### src/rtl/spi_rom_arbiter.sv
// spi_rom_arbiter: shares one SPI/QSPI flash port between two requesters, running
// one 03h (single) or 6Bh (quad output) read per grant and streaming tagged bytes back.
module spi_rom_arbiter #(
  parameter int CS_GAP = 2,
  parameter int FAIR = 0,
  parameter int QSPI_DUMMY = 8
) (
  input  logic        clk,
  input  logic        reset_n,
  input  logic        r0_req,
  input  logic [23:0] r0_addr,
  input  logic [7:0]  r0_len,
  input  logic        r0_quad,
  output logic        r0_ack,
  input  logic        r1_req,
  input  logic [23:0] r1_addr,
  input  logic [7:0]  r1_len,
  input  logic        r1_quad,
  output logic        r1_ack,
  output logic        busy,
  output logic [7:0]  rd_data,
  output logic        rd_valid,
  output logic        rd_id,
  output logic        rd_last,
  output logic        spi_cs,
  output logic        spi_sclk,
  input  logic [3:0]  spi_in,
  output logic        spi_out0,
  output logic        spi_dir0
);
  typedef enum logic [2:0] {IDLE, CMD, ADDR, DUMMY, DATA, GAP} state_t;
  state_t state, state_nx;
  logic [1:0] rst_sync;
  logic rst_n_s, ph, quad, owner, last, act, grant, g1, byte_end;
  logic [5:0] bcnt;
  logic [3:0] gcnt;
  logic [8:0] rem;
  logic [31:0] sh;
  logic [7:0] dsh, din, lsel;
  // Assertion is immediate, release is re-timed to clk.
  always_ff @(posedge clk or negedge reset_n)
    if (!reset_n) rst_sync <= 2'b00;
    else rst_sync <= {rst_sync[0], 1'b1};
  assign rst_n_s = rst_sync[1];
  assign act = state == CMD || state == ADDR || state == DUMMY || state == DATA;
  assign grant = state == IDLE && (r0_req || r1_req);
  assign g1 = r1_req && (!r0_req || (FAIR != 0 && !last));
  assign lsel = g1 ? r1_len : r0_len;
  assign byte_end = state == DATA && ph && bcnt == (quad ? 6'd1 : 6'd7);
  assign din = quad ? {dsh[3:0], spi_in} : {dsh[6:0], spi_in[1]};
  assign busy = state != IDLE;
  assign spi_cs = act;
  assign spi_sclk = act && ph;
  assign spi_out0 = (state == CMD || state == ADDR) && sh[31];
  assign spi_dir0 = state == DUMMY || (state == DATA && quad);
  always_ff @(posedge clk or negedge rst_n_s)
    if (!rst_n_s) state <= IDLE;
    else state <= state_nx;
  always_comb begin
    state_nx = state;
    case (state)
      IDLE:    state_nx = grant ? CMD : IDLE;
      CMD:     state_nx = ph && bcnt == 6'd7 ? ADDR : CMD;
      ADDR:    state_nx = ph && bcnt == 6'd23 ? (quad ? DUMMY : DATA) : ADDR;
      DUMMY:   state_nx = ph && bcnt == 6'(QSPI_DUMMY - 1) ? DATA : DUMMY;
      DATA:    state_nx = byte_end && rem == 9'd1 ? GAP : DATA;
      GAP:     state_nx = gcnt == 4'(CS_GAP - 1) ? IDLE : GAP;
      default: state_nx = IDLE;
    endcase
  end
  always_ff @(posedge clk or negedge rst_n_s)
    if (!rst_n_s) begin
      {r0_ack, r1_ack, rd_valid, rd_last, rd_id, ph, quad, owner} <= '0;
      last <= 1'b1;
      {rd_data, dsh, sh, rem, bcnt, gcnt} <= '0;
    end else begin
      r0_ack <= 1'b0;
      r1_ack <= 1'b0;
      rd_valid <= 1'b0;
      rd_last <= 1'b0;
      ph <= act && !ph;
      gcnt <= state == GAP ? gcnt + 4'd1 : 4'd0;
      if (grant) begin
        owner <= g1;
        last <= g1;
        quad <= g1 ? r1_quad : r0_quad;
        sh <= {(g1 ? r1_quad : r0_quad) ? 8'h6B : 8'h03, g1 ? r1_addr : r0_addr};
        rem <= {lsel == 8'd0, lsel};
        r0_ack <= !g1;
        r1_ack <= g1;
        bcnt <= 6'd0;
      end else if (act && ph) begin
        bcnt <= (state_nx != state || byte_end) ? 6'd0 : bcnt + 6'd1;
        if (state == CMD || state == ADDR) sh <= {sh[30:0], 1'b0};
        if (state == DATA) dsh <= din;
        if (byte_end) begin
          rd_valid <= 1'b1;
          rd_data <= din;
          rd_id <= owner;
          rd_last <= rem == 9'd1;
          rem <= rem - 9'd1;
        end
      end
    end
endmodule

### config.mk
export PLATFORM = sky130hd
export DESIGN_NAME = spi_rom_arbiter
export DESIGN_NICKNAME = d
export VERILOG_FILES = /design/src/rtl/spi_rom_arbiter.sv
export SDC_FILE = /design/constraint.sdc
export NUM_CORES = 1
export LEC_CHECK = 0
export ABC_AREA = 1
export CAP_MARGIN = 20
export CORE_MARGIN = 3
export CORE_UTILIZATION = 40
export CTS_CLUSTER_SIZE = 30
export DETAILED_ROUTE_END_ITERATION = 7
export GPL_TIMING_DRIVEN = 0
export HOLD_SLACK_MARGIN = 0.1
export PLACE_DENSITY = 0.64
export SLEW_MARGIN = 20
export SYNTH_ARGS = -nofsm -noshare
export SYNTH_HDL_FRONTEND = slang
export SYNTH_SLANG_ARGS = --single-unit
### constraint.sdc
create_clock -name clk -period 3.4 [get_ports clk]
set_clock_uncertainty 0.05 [all_clocks]
set_input_delay 0.68 -clock clk [delete_from_list [all_inputs] [get_ports clk]]
set_output_delay 0.68 -clock clk [all_outputs]
set_load 0.01 [all_outputs]
======== After elaboration in Yosys (flattened, before gate mapping) ========
Index checks and enable logic that the tools add are counted.
word-level totals
  word-level logic and storage cells ...... 93
  input port bits ......................... 74
  output and inout bits ................... 18
  register bits after elaboration ......... 79
cells by class
  equal/unequal tests ..................... 11
  reduce and logical (&&, ||, !) cells .... 30
  mux-type cells .......................... 32
  add/sub/neg operators ................... 3
  bitwise operators ....................... 1
operator list
  cell                   count
  $mux W32               3
  $mux W9                3
  $mux W24               1
  $mux W6                3
  $pmux W3 S6            1
  $mux W8                2
  $mux W3                5
  $logic_and A1 B1 Y1    11
  $mux W1                11
  $eq A9 B1 Y1 const B   1
  $sub A9 B1 Y9 const B  1
  $logic_not A8 Y1       1
  $mux W7                1
  $add A6 B1 Y6 const B  1
  $eq A3 B2 Y1 const B   2
  $eq A3 B3 Y1 const B   2
  $eq A6 B3 Y1           1
  $eq A6 B3 Y1 const B   1
  $eq A6 B5 Y1 const B   1
  $logic_or A1 B1 Y1     6
  $reduce_and A3 Y1      2
  $reduce_bool A2 Y1     3
  $add A4 B1 Y4 const B  1
  $eq A4 B1 Y1 const B   1
  other kinds (9)        12

======== Longest topological paths before layout ========
Gate-level depths: netlist of the first run.
  depth in word-level cells ............... 11
  mapped depth ............................ 13
  mapped depth without buffers ............ 12

======== Worst setup path before layout of the first run ========
OpenSTA, ideal clock, no wires.
  path kind ............................... in2reg
  from .................................... input port r0_req
  to ...................................... register rem[8]
  path buffers ............................ 1
  setup time .............................. 71 ps
  cell stages on the path ................. 9
  slack ................................... 1,582 ps
  required time ........................... 3,279 ps
  arrival time ............................ 1,697 ps
  cell sequence ........................... inv_1 > nand2_1 > buf_1 > nor2_1 > a211oi_1 > inv_1 > nor2_1 > a21oi_1 > nor2_1
between the ends
  cells in the longest elaborated chain, start to end .. 5
  elaborated cells between the ends (all ways) .. 10
  those cells by class .................... 2 x mux; 8 x reduce/logical
ends and longest elaborated chain
  element               line  text
  from (decl)           10    input logic r0_req,
  $logic_not A1 Y1      47    assign g1 = r1_req && (!r0_req || (FAIR != 0 && !last));
  $logic_and A1 B1 Y1   47
  $mux W8               48    assign lsel = g1 ? r1_len : r0_len;
  $logic_not A8 Y1      88    rem <= {lsel == 8'd0, lsel};
  $mux W9               83    if (grant) begin
  to (signal assigned)  88
  to (signal assigned)  101   rem <= rem - 9'd1;
  to (decl)             37    logic [8:0] rem;
Several ways; a longest one is shown, not always the timed one.
A chain may end at the register's enable or synchronous reset.

======== Worst setup path after layout of the first run ========
  from .................................... register state[2]
  to ...................................... output port spi_sclk
between the ends
  cells in the longest elaborated chain, start to end .. 5
  elaborated cells between the ends (all ways) .. 8
  those cells by class .................... 4 x eq/ne; 4 x reduce/logical
ends and longest elaborated chain
  element                                       line  text
  from (decl)                                   32    state_t state, state_nx;
  from (signal assigned)                        58    else state <= state_nx;
  $eq A3 B1 Y1 or $eq A3 B2 Y1 (tied branches)  45    assign act = state == CMD || state == ADDR || state == DUMMY || state == DATA;
  $logic_or A1 B1 Y1 (2 in series)              45
  $logic_or A1 B1 Y1 (*)                        45
  $logic_and A1 B1 Y1 (*)                       53    assign spi_sclk = act && ph;
  to (decl)                                     26    output logic spi_sclk,
Every way passes the cells marked *; elsewhere a longest branch is shown, timed or not.

==> results of run 1 <==
worst max-delay path: cells and delay by family (launching register included):
| kind | cells | cell delay [ns] |
|---|---|---|
| buffers and inverters | 3 | 0.73 |
| flip-flops | 1 | 0.42 |
| AND/OR/NAND/NOR | 5 | 0.53 |
sequential cells by signal, summed over array words and instances, names as in the netlist, 2 cells and up:
name and cells:
state 3, bcnt 6, sh 32, rem 9
rd_data 8, rst_sync 2, dsh 7, gcnt 4
layout make-up:
type	count	area, sq um
Clock inverter	6	93.8
Timing Repair Buffer	92	938
Fill cell	947	4450
Tap cell	133	166
Clock buffer	10	138
Buffer	19	105
Inverter	74	278
Multi-Input combinational cell	360	1800
Sequential cell	79	1980
power groups by stage:
| stage | registers, uW | clock network (uW) | logic (uW) |
|---|---|---|---|
| floorplan | 974 | 0 | 17.1 |
| global placement | 980 | 0 | 108 |
| detailed placement | 970 | 0 | 123 |
| CTS | 951 | 807 | 124 |
| global route | 952 | 847 | 133 |
| finish | 950 | 788 | 122 |
layer usage:
layer / up-vias / wire length (um) / part of all wire (%)
met5: - / 0 / 0
met4: 0 / 188 / 1.8
met3: 17 / 368 / 3.5
met2: 90 / 4940 / 46
met1: 1775 / 5140 / 48
li1: 1942 / - / -
stage by stage:
stage | setup slack (ns) | power [uW] | hold WS [ns] | instances | area (sq um)
3_5_place_dp | 0.599 | 1090 | 0.254 | 757 | 5270
5_1_grt | 0.510 | 1930 | 0.286 | 773 | 5500
6_report | 0.652 | 1860 | 0.242 | 773 | 5500
3_3_place_gp | 0.0298 | 1090 | 0.286 | 756 | 5240
4_1_cts | 0.639 | 1880 | 0.264 | 773 | 5500
2_1_floorplan | 0.987 | 991 | 0.281 | 532 | 4160
synthesized netlist by cell type, drive strengths merged, types with 4 or more instances:
master	count
a21oi	6
buf	13
o21ai	79
a22oi	21
nand2	136
inv	74
clkbuf	6
ha	5
o211ai	6
o221ai	4
nand3	23
nor2	46
dfrtp	79
xor2	5
nand4	8
nor3	4
logic make-up (layout without fill, tap and decap cells):
logic type	Yosys count	count (layout)
simple gates	218	218
compound gates	126	126
buf+inv	93	201
flops	79	79
xor+xnor	8	8
fa+ha+maj	5	5
mux	2	2
other cells	1	1
worst paths after layout:
path                                     to  slack, ns  depth (start not counted)
worst max-delay path               spi_sclk       0.65                          8
worst min-delay path                  sh[3]       0.24                          0
worst max register to register       sh[21]       1.23                          7
worst min register to register        sh[3]       0.24                          0
max in group asynchronous             rd_id       2.48                          1
min in group clk                rst_sync[1]       0.31                          0
==> results by group, run 1 <==
Pwr
  • Clock share of power: 42.3%
  • Switching part of the total: 21.4%
  • Pwr/cell area: 338 nW/um^2
  • Net switching power: 398 uW
  • Max VDD drop: 0.223 mV
  • P_int: roughly 1500 uW
  • Flop pwr share: 51.1%
  • Combinational power share: ~6.6%
  • LEAKAGE: roughly 0.0025 uW

Logic synthesis
  • Yosys cell types: 33
  • Share of the synthesized area in the top cell type: between 40% and 50%
  • Largest cells by area after synthesis: dfrtp_1, nand2_1, inv_1
  • Post-Synth Simple-Gate Area: 22.0%
  • Syn avg cell area: roughly 7.8 sq um
  • Netlist Area Pre-Place: 4160 sq um
  • Ys flop type: dfrtp_1
  • Post-synthesis sequential area ratio: 47.5%
  • Post-Synthesis Cells: 532
  • XOR/XNOR Fraction of Synth Area: 1.68%
  • Largest family of logic cells by synthesized area: simple AND/OR/NAND/NOR gates
  • Area share of fa/ha/maj cells after synthesis: 1.50%
  • Yosys warning count: 0
  • Syn nets: about 610
  • Post-synthesis compound-gate area fraction: 17.6%
  • Largest area contributor in the synthesized netlist: dfrtp_1
  • Multiplexer share of the synthesized area: 0.481%
  • Asr flop ratio synth: 100%
  • Post-synth EDFFs: 0
  • Number of synthesized register bits: 79

Layout
  • Final nets: 714
  • Number of antenna diodes: 0
  • Core Util, Final: 55.3%
  • Share of cells above drive strength 1: between 7 and 8%
  • Most frequent cells in the layout: nand2_1, clkdlybuf4s50_1, dfrtp_1, inv_1, o21ai_0
  • Commonest non-fill, non-tap cell in the layout: nand2_1
  • P&R area growth vs syn: 32.2%

Critical path
  • Critical R2R Launch: state[0]
  • Crit-path cells: inv_2 > nand2_1 > nor2_2 > nor2_2 > nand2_2 > nand2_4 > inv_2 > clkdlybuf4s50_1
  • Startpoint Class: register
  • Slowest stage delay, CP: 0.54 ns
  • Crit path max-delay cell type: clkdlybuf4s50_1
  • Req. time, crit path: 2.67 ns
  • Worst setup path startpoint: state[2]
  • Worst Path Max Fanout: 9
  • Crit end category: output pin
  • WS Path Type: reg2out
  • Worst path arrival time: 2.02 ns

Hold path
  • HP Class: reg2async

Global route
  • Top Usage Layer GRT: met2
  • Vias in the first global route: about 3.8k
  • Gr usage total: 19.1%
  • Grt ovf: 0
  • Initial antenna violation count: 0
  • M1 GR Usage: between 20% and 30%
  • Largest net degree at the start of global routing: 46
  • Met3 usage: 2.99%
  • GR Util met2: 28.8%
  • First-pass GRT wire length: 17,900 um

Clock network
  • Clk sinks: ~80
  • Reg clk slew, reported paths: 0.08 ns
  • Clk root buf: clkbuf_8
  • Post-CTS Hold Buffers: 0
  • Clock buffer count from CTS: 9
  • Post-cts resize count: 0
  • Largest buffer count on any clock path: 2
  • CTS tree: yes
  • Worst-Skew Late Latency: 0.35 ns
  • Postcts setup bufs: 0
  • H-tree depth: 3

Floorplan
  • Core Area: 9950 sq um
  • Vert. Die Dim: 108 um
  • DIE AREA: 11,700 sq um
  • Starting density of the core: 41.8%
  • Row count: 36
  • Die X: 108 um
  • IO Pins: 92

Timing
  • Max Slew Vio Count: 0
  • Fin crit share: 80.8%
  • Worst-Margin Slew: 0.601 ns
  • RSZ-0062 raised after global routing: false
  • Hold Vio Cnt, Final: 0
  • Fmax achieved: ~360 MHz
  • Final setup fails: 0
  • Fin Setup TNS: 0 ns
  • Worst slew margin: between 50% and 60%
  • Post-route minimum period: ~2.7 ns

Placed design
  • I/O Buffers: between 90 and 100
  • RePlAce Congestion: 0.895
  • HPWL Detailed: 8090 um

Drt
  • Via count: around 3.8k
  • Iter 0 DRT Violations: 164
  • DR vias/cell: between 4 and 5
  • DR pass1 iterations: 4
  • Routed wire per std cell: 13.8 um
  • Final WL: approximately 11,000 um
  • ANT nets after route: 0
  • DRC: 0

Flow run
  • Max Cap Viol: 0

Outcome
  • Outcome: finished clean
Note: power is estimated with default switching activity, not from simulation.
==> run 2, diff against run 1 <==
clock period = 2.7 ns   (was 3.4 ns; I/O delays follow)
==> run 2 against run 1 <==
First-iteration DRC count down 3.0%. Power grew 26%. Cell area increased by 0.20%. Highest routed layer unchanged. Clock power up 26%. Critical path type unchanged.
==> results by group, run 2 (synthesis gave the netlist of run 1 again) <==
Outcome
  • Outcome: finished clean

Floorplan
  • Row count: 36 (unchanged)
  • IO Pins: 92 (unchanged)
  • Vert. Die Dim: 108 um (unchanged)
  • Starting density of the core: 41.8% (unchanged)
  • Core Area: 9950 sq um (unchanged)
  • Die X: 108 um (unchanged)
  • DIE AREA: 11,700 sq um (unchanged)

Placed design
  • Placed cell area: 5270 sq um (unchanged)
  • RePlAce Congestion: 0.895 (unchanged)
  • Post-Place Cells: 757 (unchanged)
  • HPWL Detailed: 8090 um (unchanged)
  • I/O Buffers: 91 (unchanged)
  • Pre-CTS WS: 0.0390 ns (-0.560 ns)

Clock network
  • Clk root buf: clkbuf_8
  • Worst-Skew Late Latency: 0.35 ns (about the same)
  • Largest buffer count on any clock path: 2 (unchanged)
  • H-tree depth: 3 (unchanged)
  • Reg clk slew, reported paths: 0.08 ns (about the same)
  • Clk sinks: 79 (unchanged)
  • CTS tree: yes
  • Clock buffer count from CTS: 9 (unchanged)
  • Post-CTS Hold Buffers: 0 (unchanged)

Global route
  • Initial antenna violation count: 0 (unchanged)
  • Largest net degree at the start of global routing: 46 (unchanged)
  • Gr usage total: 19.1% (unchanged)
  • Grt ovf: 0 (unchanged)
  • Top Usage Layer GRT: met2
  • First-pass GRT wire length: 17,900 um (unchanged)
  • M1 GR Usage: 27.8% (unchanged)
  • GR Util met2: 28.8% (unchanged)
  • Met3 usage: 2.99% (unchanged)
  • Vias in the first global route: 3,751 (unchanged)

Layout
  • Share of cells above drive strength 1: 7.50% (+0.31 points)
  • Commonest non-fill, non-tap cell in the layout: nand2_1
  • Most frequent cells in the layout: nand2_1, clkdlybuf4s50_1, dfrtp_1, inv_1, o21ai_0
  • Core Util, Final: 55.4% (+0.11 points)
  • Fin area: 5510 sq um (+0.20%)
  • Number of antenna diodes: 0 (unchanged)
  • Final Non-Filler Cells: 773 (unchanged)
  • Number of flip-flops in the largest register: 32 (unchanged)
  • P&R area growth vs syn: 32.5%
  • Final nets: 714 (unchanged)
  • Top flop regs: sh x32, rem x9, rd_data x8
  • Most flops, register: sh

Timing
  • Max Slew Vio Count: 0 (unchanged)
  • Post-route minimum period: about 2.6 ns
  • Worst slew margin: 61.1% (+1.1 points)
  • Worst-Margin Slew: 0.584 ns (-0.0171 ns)
  • Fin crit share: 96.6%
  • Fmax achieved: between 300 and 400 MHz
  • Hold Vio Cnt, Final: 0 (unchanged)
  • Final setup fails: 0 (unchanged)
  • Fin worst setup slack: 0.0914 ns (-0.560 ns)

Critical path
  • WS Path Type: reg2out
  • Startpoint Class: register
  • Worst Path Max Fanout: 9 (unchanged)
  • Reg-to-reg endpoint: rem[5]
  • Worst Reg2Reg Path Length in Cells: 10 (+3)
  • Critical R2R Launch: state[0]
  • R2R setup slack: 0.52 ns (-0.71 ns)
  • Worst path arrival time: 2.02 ns (about the same)
  • Crit end category: output pin
  • Req. time, crit path: 2.11 ns (-0.56 ns)

Hold path
  • HP Class: reg2async

Drt
  • Final WL: 10,700 um (+0.82%)
  • Via count: 3,856 (+0.84%)
  • ANT nets after route: 0 (unchanged)
  • DRC: 0 (unchanged)
  • Routed wire per std cell: 13.9 um (+0.82%)
  • Iter 0 DRT Violations: 159 (-3.0%)
  • DR pass1 iterations: 4 (unchanged)
  • DR vias/cell: 4.99 (+0.84%)

Pwr
  • Final Power: 2340 uW (+26%)
  • Max VDD drop: 0.282 mV (+27%)
  • Pwr/cell area: 425 nW/um^2 (+26%)
  • LEAKAGE: 0.00252 uW (about the same)

Flow run
  • Max Cap Viol: 0 (unchanged)
[run 2: changes by cell type in the layout (fill, tap and decap cells not counted)]
cell | before | now
dfrtp_1 | 78 | 77
dfrtp_2 | 0 | 1
nand3_1 | 23 | 22
nand3_2 | 0 | 1
nor2_2 | 4 | 3
nor2_4 | 1 | 2
[run 2: repair_timing]
action / CTS / global route
buffers inserted: 0 / 0
resized for setup: 0 / 3
setup endpoints to repair: 0 / 1
[run 2: metal layers]
layer  part of all wire (%)  vias to the layer above
met4                    1.8                        0
li1                       -                     1946
met2                     47                       88
met3                    3.8                       17
met5                      0                        -
met1                     48                     1805
[run 2: layout make-up]
cell class / instances / area, sq um
plain buffers: 19 / 105
clock buffers: 10 / 138
clock inverters: 6 / 93.8
fillers: 949 / 4440
inverters: 74 / 278
multi-input cells: 360 / 1810
flip-flops and latches: 79 / 1980
well taps: 133 / 166
repair buffers: 92 / 938
[run 2: where the power goes]
part | total [uW] | leakage (uW) | switching (uW) | internal (uW)
Clock | 993 | 0.000113 | 442 | 550
Sequential | 1200 | 0.000830 | 11.0 | 1190
Combinational | 154 | 0.00158 | 49.3 | 105
Total | 2340 | 0.00252 | 503 | 1840
[run 2: worst max-delay path, cell delays in order, from the launching register on]
cell             delay (ns)
dfrtp_1                0.42
inv_2                  0.12
nand2_1                0.12
nor2_4                 0.15
nor2_2                 0.07
nand2_2                0.08
nand2_4                0.09
inv_2                  0.08
clkdlybuf4s50_1        0.54
[run 2: through the flow]
step	setup TNS (ns)	hold WS (ns)
detailed placement	0	0.254
floorplan	0	0.194
global route	-0.0180	0.278
CTS	0	0.264
global placement	-51.21	0.286
finish	0	0.242
[run 2: how the worst max path moves through the flow]
stage | endpoint | slack (ns) | cells past startpoint | startpoint
after floorplan | bcnt[0] | 0.29 | 0 | rst_sync[1]
after global placement | rd_data[3] | -0.67 | 0 | rst_sync[1]
after detailed placement | rem[8] | 0.04 | 9 | r0_req
after CTS | spi_sclk | 0.08 | 8 | state[2]
after global routing | spi_sclk | -0.02 | 8 | state[2]
final | spi_sclk | 0.09 | 8 | state[2]
==> run 3, diff against run 2 <==
PLACE_DENSITY = not set   (was 0.64)
PLACE_DENSITY_LB_ADDON = 0.3   (was not set)
==> run 3 against run 2 <==
Core utilization is 0.65 points lower. Register-to-register slack worse by 0.05 ns. Sequential share of layout area is 0.41 points higher. Combinational power is 3% lower. Non-clock buffer count stayed put. Clock power is 20% lower. Setup slack better by 0.048 ns. Power is 8.4% lower. Clock-buffer cell count is 2 higher. Routed wire length is 0.48% lower. First-iteration DRC count is 17% higher. Critical path type unchanged.
==> results by group, run 3 (synthesis gave the netlist of run 1 again) <==
Outcome
  • Outcome: finished clean

Critical path
  • Worst Path Max Fanout: 6 (-3)
  • Crit-path cells: nor2_1 > nand2_2 > o21ai_0 > clkdlybuf4s50_1
  • Critical R2R Launch: state[0]
  • Critical path's top delay family: buffers and inverters
  • Cell depth of the worst setup path: 4 (-4)
  • Worst path arrival time: 1.97 ns (-0.05 ns)
  • Slowest stage delay, CP: 0.58 ns (+0.04 ns)
  • Req. time, crit path: 2.11 ns (about the same)
  • Reg-to-reg endpoint: rem[5]
  • Crit path to: spi_dir0
  • Startpoint Class: register
  • WP buf/inv: 1 (-2)
  • Crit end category: output pin
  • Worst Reg2Reg Path Length in Cells: 10 (unchanged)
  • Worst setup path startpoint: state[0]
  • Crit path max-delay cell type: clkdlybuf4s50_1
  • WS Path Type: reg2out
  • R2R setup slack: 0.47 ns (-0.05 ns)

Global route
  • First-pass GRT wire length: 17,500 um (-2.1%)
  • Initial antenna violation count: 0 (unchanged)
  • Gr usage total: 18.6% (-0.44 points)
  • Largest net degree at the start of global routing: 44 (-4.3%)
  • Vias in the first global route: 3,667 (-2.2%)
  • Grt ovf: 0 (unchanged)

Timing
  • Hold Vio Cnt, Final: 0 (unchanged)
  • Max Slew Vio Count: 0 (unchanged)
  • Fmax achieved: 391 MHz (+1.9%)
  • RSZ-0062 raised after global routing: false
  • Worst slew margin: 61.2% (+0.11 points)
  • Worst-Margin Slew: 0.582 ns (-0.00165 ns)
  • Final setup fails: 0 (unchanged)
  • Fin crit share: 94.8% (-1.8 points)
  • Min Hold Slack: 0.282 ns (+0.0396 ns)
  • Post-route minimum period: 2.56 ns (-0.0480 ns)

Pwr
  • Max VDD drop: 0.182 mV (-35%)
  • Final Power: 2150 uW (-8.4%)
  • Pwr/cell area: 394 nW/um^2 (-7.3%)
  • LEAKAGE: 0.00250 uW (-0.99%)

Placed design
  • HPWL Detailed: 7980 um (-1.3%)
  • RePlAce Congestion: 0.895 (about the same)
  • I/O Buffers: 91 (unchanged)

Floorplan
  • Row count: 36 (unchanged)
  • IO Pins: 92 (unchanged)
  • Core Area: 9950 sq um (unchanged)
  • DIE AREA: 11,700 sq um (unchanged)
  • Die X: 108 um (unchanged)
  • Vert. Die Dim: 108 um (unchanged)
  • Starting density of the core: 41.8% (unchanged)

Layout
  • Top flop regs: sh x32, rem x9, rd_data x8
  • Share of cells above drive strength 1: 7.03% (-0.47 points)
  • Number of flip-flops in the largest register: 32 (unchanged)
  • Final nets: 714 (unchanged)
  • P&R area growth vs syn: 30.9%
  • Commonest non-fill, non-tap cell in the layout: nand2_1
  • Number of antenna diodes: 0 (unchanged)
  • Most frequent cells in the layout: nand2_1, clkdlybuf4s50_1, dfrtp_1, inv_1, o21ai_0
  • Most flops, register: sh

Drt
  • DR pass1 iterations: 4 (unchanged)
  • Routed wire per std cell: 13.8 um (-0.48%)
  • DRC: 0 (unchanged)
  • Via count: 3,890 (+0.88%)
  • Iter 0 DRT Violations: 186 (+17%)
  • ANT nets after route: 0 (unchanged)
  • DR vias/cell: 5.03 (+0.88%)
  • Final WL: 10,700 um (-0.48%)

Clock network
  • Post-cts resize count: 0 (unchanged)
  • H-tree depth: 3 (unchanged)
  • CTS tree: yes
  • Reg clk slew, reported paths: 0.08 ns (about the same)
  • Largest buffer count on any clock path: 2 (unchanged)
  • Postcts setup bufs: 0 (unchanged)
  • Clk root buf: clkbuf_8
  • Clock buffer count from CTS: 9 (unchanged)
  • Clk sinks: 79 (unchanged)
  • Worst-Skew Late Latency: 0.35 ns (about the same)
  • Post-CTS Hold Buffers: 0 (unchanged)

Hold path
  • HP Class: reg2async

Flow run
  • Max Cap Viol: 0 (unchanged)
run 3: worst min path at each step:
stage / depth (start not counted) / endpoint / from / slack, ns
2_1_floorplan: 0 / rst_sync[0] / reset_n / 0.19
3_3_place_gp: 0 / rst_sync[1] / rst_sync[0] / 0.29
5_1_grt: 1 / rst_sync[1] / reset_n / 0.28
4_1_cts: 1 / rst_sync[1] / reset_n / 0.28
6_report: 0 / sh[2] / rst_sync[1] / 0.28
3_5_place_dp: 0 / rst_sync[1] / rst_sync[0] / 0.29
run 3: layout make-up:
| class | count | area, sq um |
|---|---|---|
| Multi-Input combinational cell | 360 | 1810 |
| Clock inverter | 4 | 27.5 |
| Clock buffer | 12 | 145 |
| Timing Repair Buffer | 92 | 933 |
| Sequential cell | 79 | 1980 |
| Fill cell | 917 | 4510 |
| Tap cell | 133 | 166 |
| Inverter | 74 | 278 |
| Buffer | 19 | 105 |
run 3: metrics by stage:
stage | cell area, sq um | util [%] | TNS [ns] | setup slack (ns) | cells
global route | 5450 | 54.7 | 0 | 0.0529 | 773
floorplan | 4160 | - | 0 | 0.287 | 532
CTS | 5440 | 54.6 | 0 | 0.0841 | 773
finish | 5450 | 54.7 | 0 | 0.139 | 773
global placement | 5240 | 52.6 | -47.35 | -0.619 | 756
detailed placement | 5260 | 52.9 | 0 | 0.0552 | 757
run 3: report_power, final:
part | total, uW | switching (uW) | leakage (uW) | internal, uW
combinational | 150 | 46.0 | 0.00158 | 104
sequential | 1200 | 13.4 | 0.000830 | 1190
clock | 798 | 434 | 0.0000911 | 364
run 3: layer usage:
| metal | vias up | wire [um] | GRT usage (%) |
|---|---|---|---|
| li1 | 1947 | - | - |
| met1 | 1853 | 5100 | 26.7 |
| met2 | 85 | 5020 | 29.0 |
| met3 | 5 | 449 | 3.04 |
| met4 | 0 | 104 | 5.86 |
| met5 | - | 0 | 0 |
